<file path="src/rtl/ysyx_22040759_hazard_pkg.sv">
`default_nettype none
// ============================================================================
// Module      : ysyx_22040759_hazard_pkg
// Description : Shared state encodings and constants for the hazard scheduler.
// Revision    : 1.0 - initial release
// ============================================================================
package ysyx_22040759_hazard_pkg;

  // Scheduler state encoding; value 3 is unused and recovers to RUN.
  typedef enum logic [1:0] {
    HZ_RUN     = 2'd0,
    HZ_MD_BUSY = 2'd1,
    HZ_FLUSH   = 2'd2,
    HZ_RSVD    = 2'd3
  } hz_state_e;

  // Instruction the ID stage substitutes when jump_r squashes it (addi x0,x0,0).
  localparam logic [31:0] HZ_NOP = 32'h0000_0013;

endpackage
`default_nettype wire

</file>
<file path="src/rtl/ysyx_22040759_hazard_detect.sv">
`default_nettype none
// ============================================================================
// Module      : ysyx_22040759_hazard_detect
// Description : Combinational load-use compare between the ID and EX stages.
// Revision    : 1.0 - initial release
// ============================================================================
module ysyx_22040759_hazard_detect (
  input  logic       ds_valid,
  input  logic [4:0] ds_rs1,
  input  logic [4:0] ds_rs2,
  input  logic       es_valid,
  input  logic       es_mem_ren,
  input  logic       es_reg_wen,
  input  logic [4:0] es_rd,
  output logic       load_use
);

  logic rd_match;

  // x0 is never a real producer, so a load targeting it cannot create a hazard.
  always_comb begin
    rd_match = (es_rd == ds_rs1) | (es_rd == ds_rs2);
    load_use = ds_valid & es_valid & es_mem_ren & es_reg_wen &
               (es_rd != 5'd0) & rd_match;
  end

endmodule
`default_nettype wire

</file>
<file path="src/rtl/ysyx_22040759_hazard_ctrl.sv">
`default_nettype none
// ============================================================================
// Module      : ysyx_22040759_hazard_ctrl
// Description : Pipeline hazard scheduler: load-use stall, mul/div occupancy
//               of EX with watchdog, multi-cycle wrong-path flush, and a
//               saturating stall performance counter.
// Revision    : 1.0 - initial release
// ============================================================================
module ysyx_22040759_hazard_ctrl
  import ysyx_22040759_hazard_pkg::*;
#(
  parameter int FLUSH_CYCLES = 2,
  parameter int MD_TIMEOUT   = 64,
  parameter int STALL_CNT_W  = 32
) (
  input  logic                   clk,
  input  logic                   rst,
  input  logic                   ds_valid,
  input  logic [4:0]             ds_rs1,
  input  logic [4:0]             ds_rs2,
  input  logic                   es_valid,
  input  logic                   es_mem_ren,
  input  logic                   es_reg_wen,
  input  logic [4:0]             es_rd,
  input  logic                   es_is_muldiv,
  input  logic                   muldiv_done,
  input  logic                   br_taken,
  output logic                   en_control,
  output logic                   IF_ID_write,
  output logic                   jump_r,
  output logic                   md_timeout,
  output logic [STALL_CNT_W-1:0] stall_cnt,
  output logic [1:0]             state_o
);

  // Flush counter holds the number of FLUSH cycles still to come, including
  // the current one; the branch cycle itself is the first jump_r cycle.
  localparam logic [3:0] FLUSH_LOAD = 4'(FLUSH_CYCLES - 1);
  localparam logic [7:0] MD_LIMIT   = 8'(MD_TIMEOUT - 1);

  hz_state_e              state_q, state_d;
  logic [3:0]             flush_cnt_q, flush_cnt_d;
  logic [7:0]             md_cnt_q, md_cnt_d;
  logic                   md_timeout_q, md_timeout_d;
  logic [STALL_CNT_W-1:0] stall_cnt_q, stall_cnt_d;

  logic load_use;
  logic md_start;
  logic en_raw, ifid_raw, jump_raw;

  ysyx_22040759_hazard_detect u_detect (
    .ds_valid   (ds_valid),
    .ds_rs1     (ds_rs1),
    .ds_rs2     (ds_rs2),
    .es_valid   (es_valid),
    .es_mem_ren (es_mem_ren),
    .es_reg_wen (es_reg_wen),
    .es_rd      (es_rd),
    .load_use   (load_use)
  );

  // Next-state and raw outputs; a redirect overrides every other hazard.
  always_comb begin
    state_d      = state_q;
    flush_cnt_d  = flush_cnt_q;
    md_cnt_d     = md_cnt_q;
    md_timeout_d = md_timeout_q;
    en_raw       = 1'b0;
    ifid_raw     = 1'b0;
    jump_raw     = 1'b0;
    md_start     = es_valid & es_is_muldiv & ~muldiv_done;

    if (br_taken) begin
      jump_raw    = 1'b1;
      md_cnt_d    = 8'd0;
      flush_cnt_d = FLUSH_LOAD;
      state_d     = (FLUSH_CYCLES == 1) ? HZ_RUN : HZ_FLUSH;
    end else begin
      case (state_q)
        HZ_RUN: begin
          if (md_start) begin
            ifid_raw = 1'b1;
            md_cnt_d = 8'd1;
            state_d  = HZ_MD_BUSY;
          end else if (load_use) begin
            en_raw   = 1'b1;
            ifid_raw = 1'b1;
          end
        end
        HZ_MD_BUSY: begin
          md_cnt_d = md_cnt_q + 8'd1;
          if (muldiv_done) begin
            md_cnt_d = 8'd0;
            state_d  = HZ_RUN;
          end else begin
            ifid_raw = 1'b1;
            if (md_cnt_q == MD_LIMIT) begin
              md_timeout_d = 1'b1;
              md_cnt_d     = 8'd0;
              state_d      = HZ_RUN;
            end
          end
        end
        HZ_FLUSH: begin
          jump_raw = 1'b1;
          if (flush_cnt_q <= 4'd1) begin
            flush_cnt_d = 4'd0;
            state_d     = HZ_RUN;
          end else begin
            flush_cnt_d = flush_cnt_q - 4'd1;
          end
        end
        default: begin
          state_d = HZ_RUN;
        end
      endcase
    end
  end

  // Outputs are forced low while reset is asserted so no stale action leaks.
  always_comb begin
    en_control  = en_raw & ~rst;
    IF_ID_write = ifid_raw & ~rst;
    jump_r      = jump_raw & ~rst;
    stall_cnt_d = stall_cnt_q;
    if (IF_ID_write && (stall_cnt_q != {STALL_CNT_W{1'b1}})) begin
      stall_cnt_d = stall_cnt_q + 1'b1;
    end
  end

  // State, counters and sticky watchdog flag.
  always_ff @(posedge clk) begin
    if (rst) begin
      state_q      <= HZ_RUN;
      flush_cnt_q  <= 4'd0;
      md_cnt_q     <= 8'd0;
      md_timeout_q <= 1'b0;
      stall_cnt_q  <= '0;
    end else begin
      state_q      <= state_d;
      flush_cnt_q  <= flush_cnt_d;
      md_cnt_q     <= md_cnt_d;
      md_timeout_q <= md_timeout_d;
      stall_cnt_q  <= stall_cnt_d;
    end
  end

  assign md_timeout = md_timeout_q;
  assign stall_cnt  = stall_cnt_q;
  assign state_o    = state_q;

endmodule
`default_nettype wire

</file>
<file path="config.mk">
export PLATFORM = sky130hd
export DESIGN_NAME = ysyx_22040759_hazard_ctrl
export DESIGN_NICKNAME = d
export VERILOG_FILES = /design/src/rtl/ysyx_22040759_hazard_pkg.sv /design/src/rtl/ysyx_22040759_hazard_detect.sv /design/src/rtl/ysyx_22040759_hazard_ctrl.sv
export SDC_FILE = /design/constraint.sdc
export NUM_CORES = 1
export LEC_CHECK = 0
export CORE_ASPECT_RATIO = 2
export CORE_MARGIN = 8
export CORE_UTILIZATION = 45
export CTS_CLUSTER_SIZE = 10
export DETAILED_ROUTE_END_ITERATION = 8
export GPL_ROUTABILITY_DRIVEN = 0
export PLACE_DENSITY = 0.77
export SYNTH_ARGS = -nofsm -noshare
export SYNTH_HDL_FRONTEND = slang
export SYNTH_HIERARCHICAL = 1
export SYNTH_SLANG_ARGS = --single-unit
</file>
<file path="constraint.sdc">
create_clock -name clk -period 2.9 [get_ports clk]
set_clock_uncertainty 0.15 [all_clocks]
set_input_delay 0.58 -clock clk [delete_from_list [all_inputs] [get_ports clk]]
set_output_delay 0.58 -clock clk [all_outputs]
set_load 0.005 [all_outputs]
</file>
# Word-level counts from Yosys, hierarchy flattened
# Index checks and enable logic that the tools add are counted.
# word_totals
reg_bits	47
# op_classes
add_sub_neg	3
magnitude_cmp	1
eq_ne	12
mux	23
n_bitwise	14
n_reduce_logical	10
# ops
op	n
32-bit by 1-bit adder with 32-bit output (second input constant)	1
32-bit != test (second input constant)	1
8-bit 2-to-1 mux	3
8-bit one-hot mux with 2 select lines	1
1-bit 2-to-1 mux	11
1-bit bitwise AND	10
5-bit == test	2
2-bit 2-to-1 mux	5
3-bit != test (second input constant)	3
8-bit by 1-bit adder with 8-bit output (second input constant)	1
8-bit by 6-bit == test with 1-bit output (second input constant)	1
2-bit one-hot mux with 3 select lines	1
3-bit AND reduction	2
5-bit nonzero test	1
4-bit by 1-bit less-or-equal comparator with 1-bit output (second input constant)	1
4-bit 2-to-1 mux	1
2-bit != test (second input constant)	2
4-bit != test (second input constant)	1
4-bit AND reduction	1
2-bit nonzero test	2
4-bit by 1-bit subtractor with 4-bit output (second input constant)	1
1-bit NOT	3
2-bit by 1-bit == test with 1-bit output (second input constant)	1
2-bit == test (second input constant)	1
other kinds (6)	6

# Longest topological paths before layout
# Gate-level depths: netlist (run 1).
# logic_depth
ltp_word	11
ltp_mapped	11

# Hierarchy
# The synthesis (run 1) kept the hierarchy.
# by_module_without_submodules
module	instances	cells_per_inst	area_each_um2	seq_area_each_um2
ysyx_22040759_hazard_ctrl	1	289	2444.8	940.9
ysyx_22040759_hazard_detect	1	18	137.6	0.0

# Least setup slack after synthesis (run 1)
# Ideal clock, no wire load.
# synth_path
path_kind	input to register
from	in es_rd[2]
to	reg stall_cnt_q[28] (netlist: stall_cnt[28])
t_arrival_ns	2.712
required_ns	2.680
setup_slack_ns	-0.032
cell_stages	9
cell_sequence	xor2_1 -> nor3_1 -> nand3_1 -> a221oi_2 -> nand2b_1 -> a311o_2 -> or3_4 -> or4_1 -> a21oi_1
# synth_via
elab_chain_len	9
word_cells_on_any_way	12
cone_classes	eq/ne: 2; mux: 4; bitwise: 4; reduce/logical: 2
# synth_rtl
element	line_no	rtl
start: declaration	ysyx_22040759_hazard_ctrl.sv:24	input logic [4:0] es_rd,
5-bit == test / 5-bit nonzero test (equally long branches)	ysyx_22040759_hazard_detect.sv:22, ysyx_22040759_hazard_detect.sv:24	
1-bit OR / 1-bit bitwise AND (equally long branches)	ysyx_22040759_hazard_detect.sv:22, ysyx_22040759_hazard_detect.sv:23	
1-bit bitwise AND (*)	ysyx_22040759_hazard_detect.sv:24	(es_rd != 5'd0) & rd_match;
named net load_use	ysyx_22040759_hazard_ctrl.sv:47	logic load_use;
1-bit 2-to-1 mux (*)	ysyx_22040759_hazard_ctrl.sv:85	end else if (load_use) begin
1-bit 2-to-1 mux (*)	ysyx_22040759_hazard_ctrl.sv:81	if (md_start) begin
1-bit one-hot mux with 2 select lines (*)	ysyx_22040759_hazard_ctrl.sv:79	case (state_q)
1-bit 2-to-1 mux (*)	ysyx_22040759_hazard_ctrl.sv:73	if (br_taken) begin
1-bit bitwise AND (*)	ysyx_22040759_hazard_ctrl.sv:123	IF_ID_write = ifid_raw & ~rst;
1-bit logical AND (*)	ysyx_22040759_hazard_ctrl.sv:126	if (IF_ID_write && (stall_cnt_q != {STALL_CNT_W{1'b1}})) begin
end signal: assignment	ysyx_22040759_hazard_ctrl.sv:144	stall_cnt_q <= stall_cnt_d;
end: declaration	ysyx_22040759_hazard_ctrl.sv:45	logic [STALL_CNT_W-1:0] stall_cnt_q, stall_cnt_d;
# Mark *: on every way through the listed nets, which the timed path passes. The rest lies on a longest branch.
# A chain may end at the register's enable or synchronous reset.

# Final worst setup path (run 1)
# layout_path
from	in es_rd[3]
to	reg stall_cnt_q[28] (netlist: stall_cnt[28])
# Same word-level chain as after synthesis.

==> results of run 1 <==
[cell usage after synthesis (6+ instances only)]
cell type	number	share of area, %
sky130_fd_sc_hd__nor4_1	9	2.2
sky130_fd_sc_hd__nor2_1	28	4.1
sky130_fd_sc_hd__nand2_1	18	2.6
sky130_fd_sc_hd__or4_1	9	2.6
sky130_fd_sc_hd__nand4_1	14	3.4
sky130_fd_sc_hd__or3_1	10	2.4
sky130_fd_sc_hd__xor2_1	14	4.7
sky130_fd_sc_hd__xnor2_1	9	3.1
sky130_fd_sc_hd__o21ai_0	12	2.3
sky130_fd_sc_hd__nor3_1	13	2.5
sky130_fd_sc_hd__inv_1	6	0.87
sky130_fd_sc_hd__dfxtp_1	47	36
sky130_fd_sc_hd__a21oi_1	24	4.7
sky130_fd_sc_hd__o31ai_1	10	2.9
sky130_fd_sc_hd__nand3_1	17	3.3
sky130_fd_sc_hd__nor2b_1	7	1.7
[through the flow]
step | worst slack (ns) | hold slack, ns | std cells | setup TNS [ns]
2_1_floorplan | -0.0324 | 0.311 | 307 | -0.0324
3_3_place_gp | -0.595 | 0.325 | 439 | -12.95
3_5_place_dp | -0.740 | 0.343 | 439 | -16.20
4_1_cts | -0.175 | 0.352 | 450 | -0.339
5_1_grt | -0.208 | 0.369 | 451 | -0.317
6_report | -0.0323 | 0.337 | 451 | -0.0323
[per-layer routing]
metal / part of all wire (%) / GRT usage, %
met5: 0 / 0
met4: 1.5 / 5.94
met3: 7.0 / 5.38
met2: 50 / 28.3
met1: 41 / 19.4
[worst max-delay path: cells and delay by family]
kind | cells | cell delay, ns
buffers and inverters | 2 | 0.41
and+or+nand+nor | 4 | 1.10
xor gates and xnor gates | 1 | 0.16
AOI/OAI and AO/OA | 3 | 0.77
[power groups by stage]
stage / Clock (W) / Combinational, W / Sequential (W)
2_1_floorplan: 0 / 0.0000483 / 0.000667
3_3_place_gp: 0 / 0.000105 / 0.000668
3_5_place_dp: 0 / 0.000108 / 0.000668
4_1_cts: 0.000586 / 0.000104 / 0.000653
5_1_grt: 0.000610 / 0.000123 / 0.000654
6_report: 0.000578 / 0.000114 / 0.000653
[cells by family (layout without fill, tap and decap cells)]
group	Yosys count	count (layout)	synth area share, %
mux	4	4	1.65
flops	47	47	36.4
buf+inv	17	100	3.10
fa+ha+maj	4	4	1.94
compound gates	62	62	16.3
simple gates	150	150	32.8
xor+xnor	23	23	7.80
[worst paths after layout]
kind                               startpoint       endpoint  slack, ns  cells after the start
worst max register to register  stall_cnt[26]   stall_cnt[1]       0.16                      6
worst min register to register     md_timeout     md_timeout       0.34                      2
worst min-delay path               md_timeout     md_timeout       0.34                      2
worst max-delay path                 es_rd[3]  stall_cnt[28]      -0.03                     10
[sequential cells by signal, summed over array words and instances, names as in the netlist]
name and count:
stall_cnt 32, state_o 2, flush_cnt_q 4, md_timeout 1, md_cnt_q 8
[timing repair]
action,CTS,global route
buffers inserted,3,1
gates cloned,0,0
gates resized for setup,53,20
pin swaps,27,11
setup endpoints to repair,32,19
[area by class of cell]
type,instances,area share [%]
Clock buffer,5,3.46
Clock inverter,3,0.553
Inverter,6,0.622
Multi-Input combinational cell,243,45.9
Sequential cell,47,26.0
Tap cell,61,2.11
Timing Repair Buffer,86,21.4
==> qor.txt, run 1 <==
FINAL LAYOUT
-------------------------------------------------------------------------------------
Core occupancy in the finished layout                                           64.5%
Diodes inserted                                                                     0
Relative area change from synthesis to final layout                             40.2%
Sequential cell area                                                          941 um2
Number of nets in the layout                                                      417
Area taken by multi-input logic gates                                        1660 um2
Filler cell count                                                                 460
Share of post-route cells with drive strength above 1                           18.2%
Commonest cells after routing, fill and taps aside                       sky130_fd_sc_hd__dfxtp_1, sky130_fd_sc_hd__clkdlybuf4s50_1, sky130_fd_sc_hd__nor2_1
Final standard cell area without fillers                                     3620 um2
Most frequent standard cell in the layout excluding fill and tap cells   sky130_fd_sc_hd__dfxtp_1

LOGIC SYNTHESIS
-------------------------------------------------------------------------------------
Part of the Yosys area used for sequential elements                             36.4%
Count of flip-flops with a built-in enable after synthesis                          0
Net Count, Synth                                                                  335
Synthesized area per cell                                                    8.41 um2
Number of instances in the synthesized netlist                                    307
Async SR Flop Fraction                                                             0%
Count of cell types in the netlist                                                 51
Synthesized flop and latch total                                                   47
Total number of yosys warnings                                                      6
Post-synthesis cell area                                                     2580 um2
Most used flip-flop cell after synthesis                                 sky130_fd_sc_hd__dfxtp_1

FLOORPLAN
-------------------------------------------------------------------------------------
# rows                                                                             39
Full die area                                                                8570 um2
Top Ports                                                                          62
Effective utilization at floorplan                                              46.0%
Die extent in y                                                                123 um
Die X                                                                         69.6 um
Core area                                                                    5610 um2

POWER
-------------------------------------------------------------------------------------
Overall power after layout                                                  0.00135 W
Cell leakage power                                                            1.19 nW
Max IR drop VDD                                                              0.492 mV
Comb power frac                                                                  8.4%
Fraction of power consumed by the clock network                                 43.0%
Internal portion of total power                                             0.00102 W
Psw                                                                        0.000322 W
Share of power burned in registers                                              48.6%
Switch share                                                                    23.9%
Ratio of total power to cell area                                          372 nW/um2

CRITICAL PATH
-------------------------------------------------------------------------------------
Critical path class                                                      input port to flop
Crit-path max FO                                                                    4
Kind of launch point of the worst setup path                               input port
Worst-path cell with the longest stage delay                             sky130_fd_sc_hd__or4_4
Required time of the critical path                                            2.98 ns
Critical Path Max Stage Delay                                                 0.50 ns
Arr. time, crit path                                                          3.01 ns
Type of destination of the critical path                                         flop
Ordered list of cells on the worst path                                  dlygate4sd2_1 > xnor2_1 > nand3_1 > a221oi_2 > nand2b_1 > buf_4 > a311o_2 > or3_4 > or4_4 > a21oi_2

TIMING
-------------------------------------------------------------------------------------
Time the worst path needs with I/O delays and setup                           2.93 ns
Worst setup margin                                                         -0.0323 ns
Final count of negative-setup-slack endpoints                                       1
Fin crit share                                                                   101%
Count of final max-slew check failures                                              0
Slew of the pin with the lowest slew margin                                   1.34 ns
Maximum clock frequency                                                     0.341 GHz
Max-slew headroom                                                               9.54%
Hold Violations, Final                                                              0
Unrepaired setup endpoints after global routing                                  true

PLACED DESIGN
-------------------------------------------------------------------------------------
Buffers on Ports                                                                   61
DP Area                                                                      3370 um2
Detailed placer's ending HPWL                                                 5.17 mm

CLOCKING
-------------------------------------------------------------------------------------
Number of clock buffers inserted by TritonCTS                                       5
Buffer levels on the longest clock path                                             2
Post-CTS Hold Buffers                                                               0
TritonCTS clock tree                                                             done
Worst-path clk slew                                                           0.07 ns
Sinks on Clock Net                                                                 47
Clock Root Buffer                                                        sky130_fd_sc_hd__clkbuf_16
CTS HTree Levels                                                                    2
Worst-skew pair later-pin latency                                             0.29 ns

DETAILED ROUTING
-------------------------------------------------------------------------------------
Count of unresolved DRC violations after routing                                    0
Number of DRC markers in iteration 0                                              186
Via count                                                                        2712
Via-to-Cell Ratio                                                                6.01
Count of TritonRoute iterations in the first routing pass                           4
Total wire length after detailed routing                                      7.51 mm
Residual antenna-violating net count after detailed routing                         0
Avg WL per Cell                                                               16.6 um

GLOBAL ROUTE
-------------------------------------------------------------------------------------
Antenna violations before repair                                                    0
Overflow after GRT                                                                  0
GRT Util Overall                                                                16.8%
Via count of the first global-routing pass                                       2624
Maximum number of pins on one net before global-route repair                       48
First-pass GRT wire length                                                    12.2 mm

RUN STATUS
-------------------------------------------------------------------------------------
Outcome                                                                  complete, but fails checks
Violated checks                                                          setup timing

JOB
-------------------------------------------------------------------------------------
Max-cap violations                                                                  0

HOLD PATH
-------------------------------------------------------------------------------------
Min-Delay Path Class                                                     flop to flop

Power figures use the tool's default switching activity.
==> inputs of run 2 (changes only) <==
Settings changed: CAP_MARGIN from default to 20.
==> run 2 against run 1 <==
Compared with the run above:
- the run still ends with setup timing left
- non-clock buffer count increased by 1
- utilization increased by 0.13 points
- cell area increased by 0.21%
- global-route usage unchanged
- combinational power about the same
- clock power about the same
- cell count increased by 0.22%
- routed wire length decreased by 1.5%
- register-to-register slack about the same
- first-iteration DRC count increased by 6.5%
- via count decreased by 0.63%
- highest routed layer unchanged
==> qor.txt, run 2 (same netlist as run 1, synthesis figures left out) <==
FLOORPLAN
-------------------------------------------------------------------------------------
Die extent in y                                                                123 um   unchanged
Full die area                                                                8570 um2   unchanged
Core area                                                                    5610 um2   unchanged
Top Ports                                                                          62   unchanged
Effective utilization at floorplan                                              46.0%   unchanged
# rows                                                                             39   unchanged
Die X                                                                         69.6 um   unchanged

GLOBAL ROUTE
-------------------------------------------------------------------------------------
First-pass GRT wire length                                                    12.2 mm   unchanged
Maximum number of pins on one net before global-route repair                       48   unchanged
GRT Util Overall                                                                16.8%   unchanged
Via count of the first global-routing pass                                       2624   unchanged
Antenna violations before repair                                                    0   unchanged
Overflow after GRT                                                                  0   unchanged

FINAL LAYOUT
-------------------------------------------------------------------------------------
Filler cell count                                                                 459   -0.22%
Core occupancy in the finished layout                                           64.6%   +0.13 points
Max reg flops                                                                      32   unchanged
Area taken by multi-input logic gates                                        1670 um2   +0.38%
Share of post-route cells with drive strength above 1                           18.7%   +0.46 points
Number of nets in the layout                                                      418   +0.24%
Diodes inserted                                                                     0   unchanged
Sequential cell area                                                          941 um2   unchanged
Final standard cell area without fillers                                     3630 um2   +0.21%
Commonest cells after routing, fill and taps aside                       sky130_fd_sc_hd__dfxtp_1, sky130_fd_sc_hd__clkdlybuf4s50_1, sky130_fd_sc_hd__nor2_1
Most frequent standard cell in the layout excluding fill and tap cells   sky130_fd_sc_hd__dfxtp_1
Relative area change from synthesis to final layout                             40.5%

DETAILED ROUTING
-------------------------------------------------------------------------------------
Via-to-Cell Ratio                                                                5.96   -0.85%
Avg WL per Cell                                                               16.4 um   -1.7%
Number of DRC markers in iteration 0                                              198   +6.5%
Residual antenna-violating net count after detailed routing                         0   unchanged
Count of unresolved DRC violations after routing                                    0   unchanged
Count of TritonRoute iterations in the first routing pass                           4   unchanged
Total wire length after detailed routing                                      7.40 mm   -1.5%
Via count                                                                        2695   -0.63%

CLOCKING
-------------------------------------------------------------------------------------
Buffer levels on the longest clock path                                             2   unchanged
Worst-path clk slew                                                           0.07 ns   about the same
Sinks on Clock Net                                                                 47   unchanged
Number of clock buffers inserted by TritonCTS                                       5   unchanged
Worst-skew pair later-pin latency                                             0.29 ns   about the same
TritonCTS clock tree                                                             done
CTS HTree Levels                                                                    2   unchanged
Clock Root Buffer                                                        sky130_fd_sc_hd__clkbuf_16

TIMING
-------------------------------------------------------------------------------------
Final count of negative-setup-slack endpoints                                       1   unchanged
Time the worst path needs with I/O delays and setup                           2.93 ns   -0.00632 ns
Slew of the pin with the lowest slew margin                                   1.14 ns   -0.203 ns
Hold Violations, Final                                                              0   unchanged
Count of final max-slew check failures                                              0   unchanged
Maximum clock frequency                                                     0.342 GHz   +0.22%
Max-slew headroom                                                               23.2%   +14 points
Unrepaired setup endpoints after global routing                                  true
Fin crit share                                                                   101%   -0.22 points
Post-route setup TNS                                                       -0.0260 ns   +0.00632 ns
Worst setup margin                                                         -0.0260 ns   +0.00632 ns

PLACED DESIGN
-------------------------------------------------------------------------------------
DP Area                                                                      3370 um2   unchanged
Pre-CTS setup slack                                                         -0.740 ns   unchanged
Buffers on Ports                                                                   61   unchanged
Detailed placer's ending HPWL                                                 5.17 mm   unchanged

POWER
-------------------------------------------------------------------------------------
Max IR drop VDD                                                              0.498 mV   +1.3%
Ratio of total power to cell area                                          370 nW/um2   -0.35%
Cell leakage power                                                            1.19 nW   +0.25%

RUN STATUS
-------------------------------------------------------------------------------------
Violated checks                                                          setup timing
Outcome                                                                  complete, but fails checks

HOLD PATH
-------------------------------------------------------------------------------------
Min-Delay Path Class                                                     flop to flop
Worst hold path cell count                                                          2   unchanged

CRITICAL PATH
-------------------------------------------------------------------------------------
Type of destination of the critical path                                         flop
Crit-path max FO                                                                    4   unchanged
Critical path class                                                      input port to flop
Required time of the critical path                                            2.98 ns   about the same
Worst Reg-to-Reg Cells                                                              6   unchanged
Arr. time, crit path                                                          3.00 ns   about the same
Kind of launch point of the worst setup path                               input port

JOB
-------------------------------------------------------------------------------------
Max-cap violations                                                                  0   unchanged

## run 2: worst paths after layout
check                      from       endpoint  slack (ns)
setup / recovery       es_rd[3]  stall_cnt[28]       -0.03
hold / removal       md_timeout     md_timeout        0.34
setup reg to reg  stall_cnt[26]   stall_cnt[1]        0.17
hold reg to reg      md_timeout     md_timeout        0.34
## run 2: timing repair
action / 4_1_cts / 5_1_grt
resized for setup: 53 / 20
hold buffers: 0 / 0
pin swaps: 27 / 11
endpoints found under the setup margin: 32 / 19
setup buffers: 3 / 1
## run 2: metrics by stage
step                total power (W)  cells  hold slack [ns]
floorplan                  0.000715    307            0.311
global placement           0.000773    439            0.325
detailed placement         0.000776    439            0.343
CTS                         0.00134    450            0.352
global route                0.00139    452            0.369
finish                      0.00134    452            0.337
## run 2: where the power goes
| group | total [W] | internal (W) | leakage [nW] | switching (W) |
|---|---|---|---|---|
| sequential | 0.000653 | 0.000648 | 0.379 | 0.00000481 |
| clock | 0.000577 | 0.000318 | 0.0658 | 0.000259 |
| combinational | 0.000113 | 0.0000570 | 0.748 | 0.0000562 |
## run 2: worst max-delay path: stages
cell,delay [ns]
sky130_fd_sc_hd__dlygate4sd2_1,0.27
sky130_fd_sc_hd__xnor2_1,0.16
sky130_fd_sc_hd__nand3_1,0.11
sky130_fd_sc_hd__a221oi_2,0.27
sky130_fd_sc_hd__nand2b_1,0.10
sky130_fd_sc_hd__buf_4,0.14
sky130_fd_sc_hd__a311o_2,0.34
sky130_fd_sc_hd__or3_4,0.39
sky130_fd_sc_hd__or4_4,0.50
sky130_fd_sc_hd__a21oi_2,0.15
## run 2: metal layers
| layer | routed length [um] | share of wire (%) | GRT usage, % | vias to the layer above |
|---|---|---|---|---|
| met1 | 3090 | 42 | 19.4 | 1268 |
| met2 | 3630 | 49 | 28.3 | 98 |
| met3 | 551 | 7.4 | 5.38 | 12 |
| met4 | 131 | 1.8 | 5.94 | 0 |
| li1 | - | - | - | 1317 |
| met5 | 0 | 0 | 0 | - |
## run 2: layout make-up
type	instances	area share [%]
Multi-Input combinational cell	243	46.0
Sequential cell	47	25.9
Timing Repair Buffer	87	21.4
Clock buffer	5	3.45
Tap cell	61	2.10
Inverter	6	0.621
Clock inverter	3	0.552
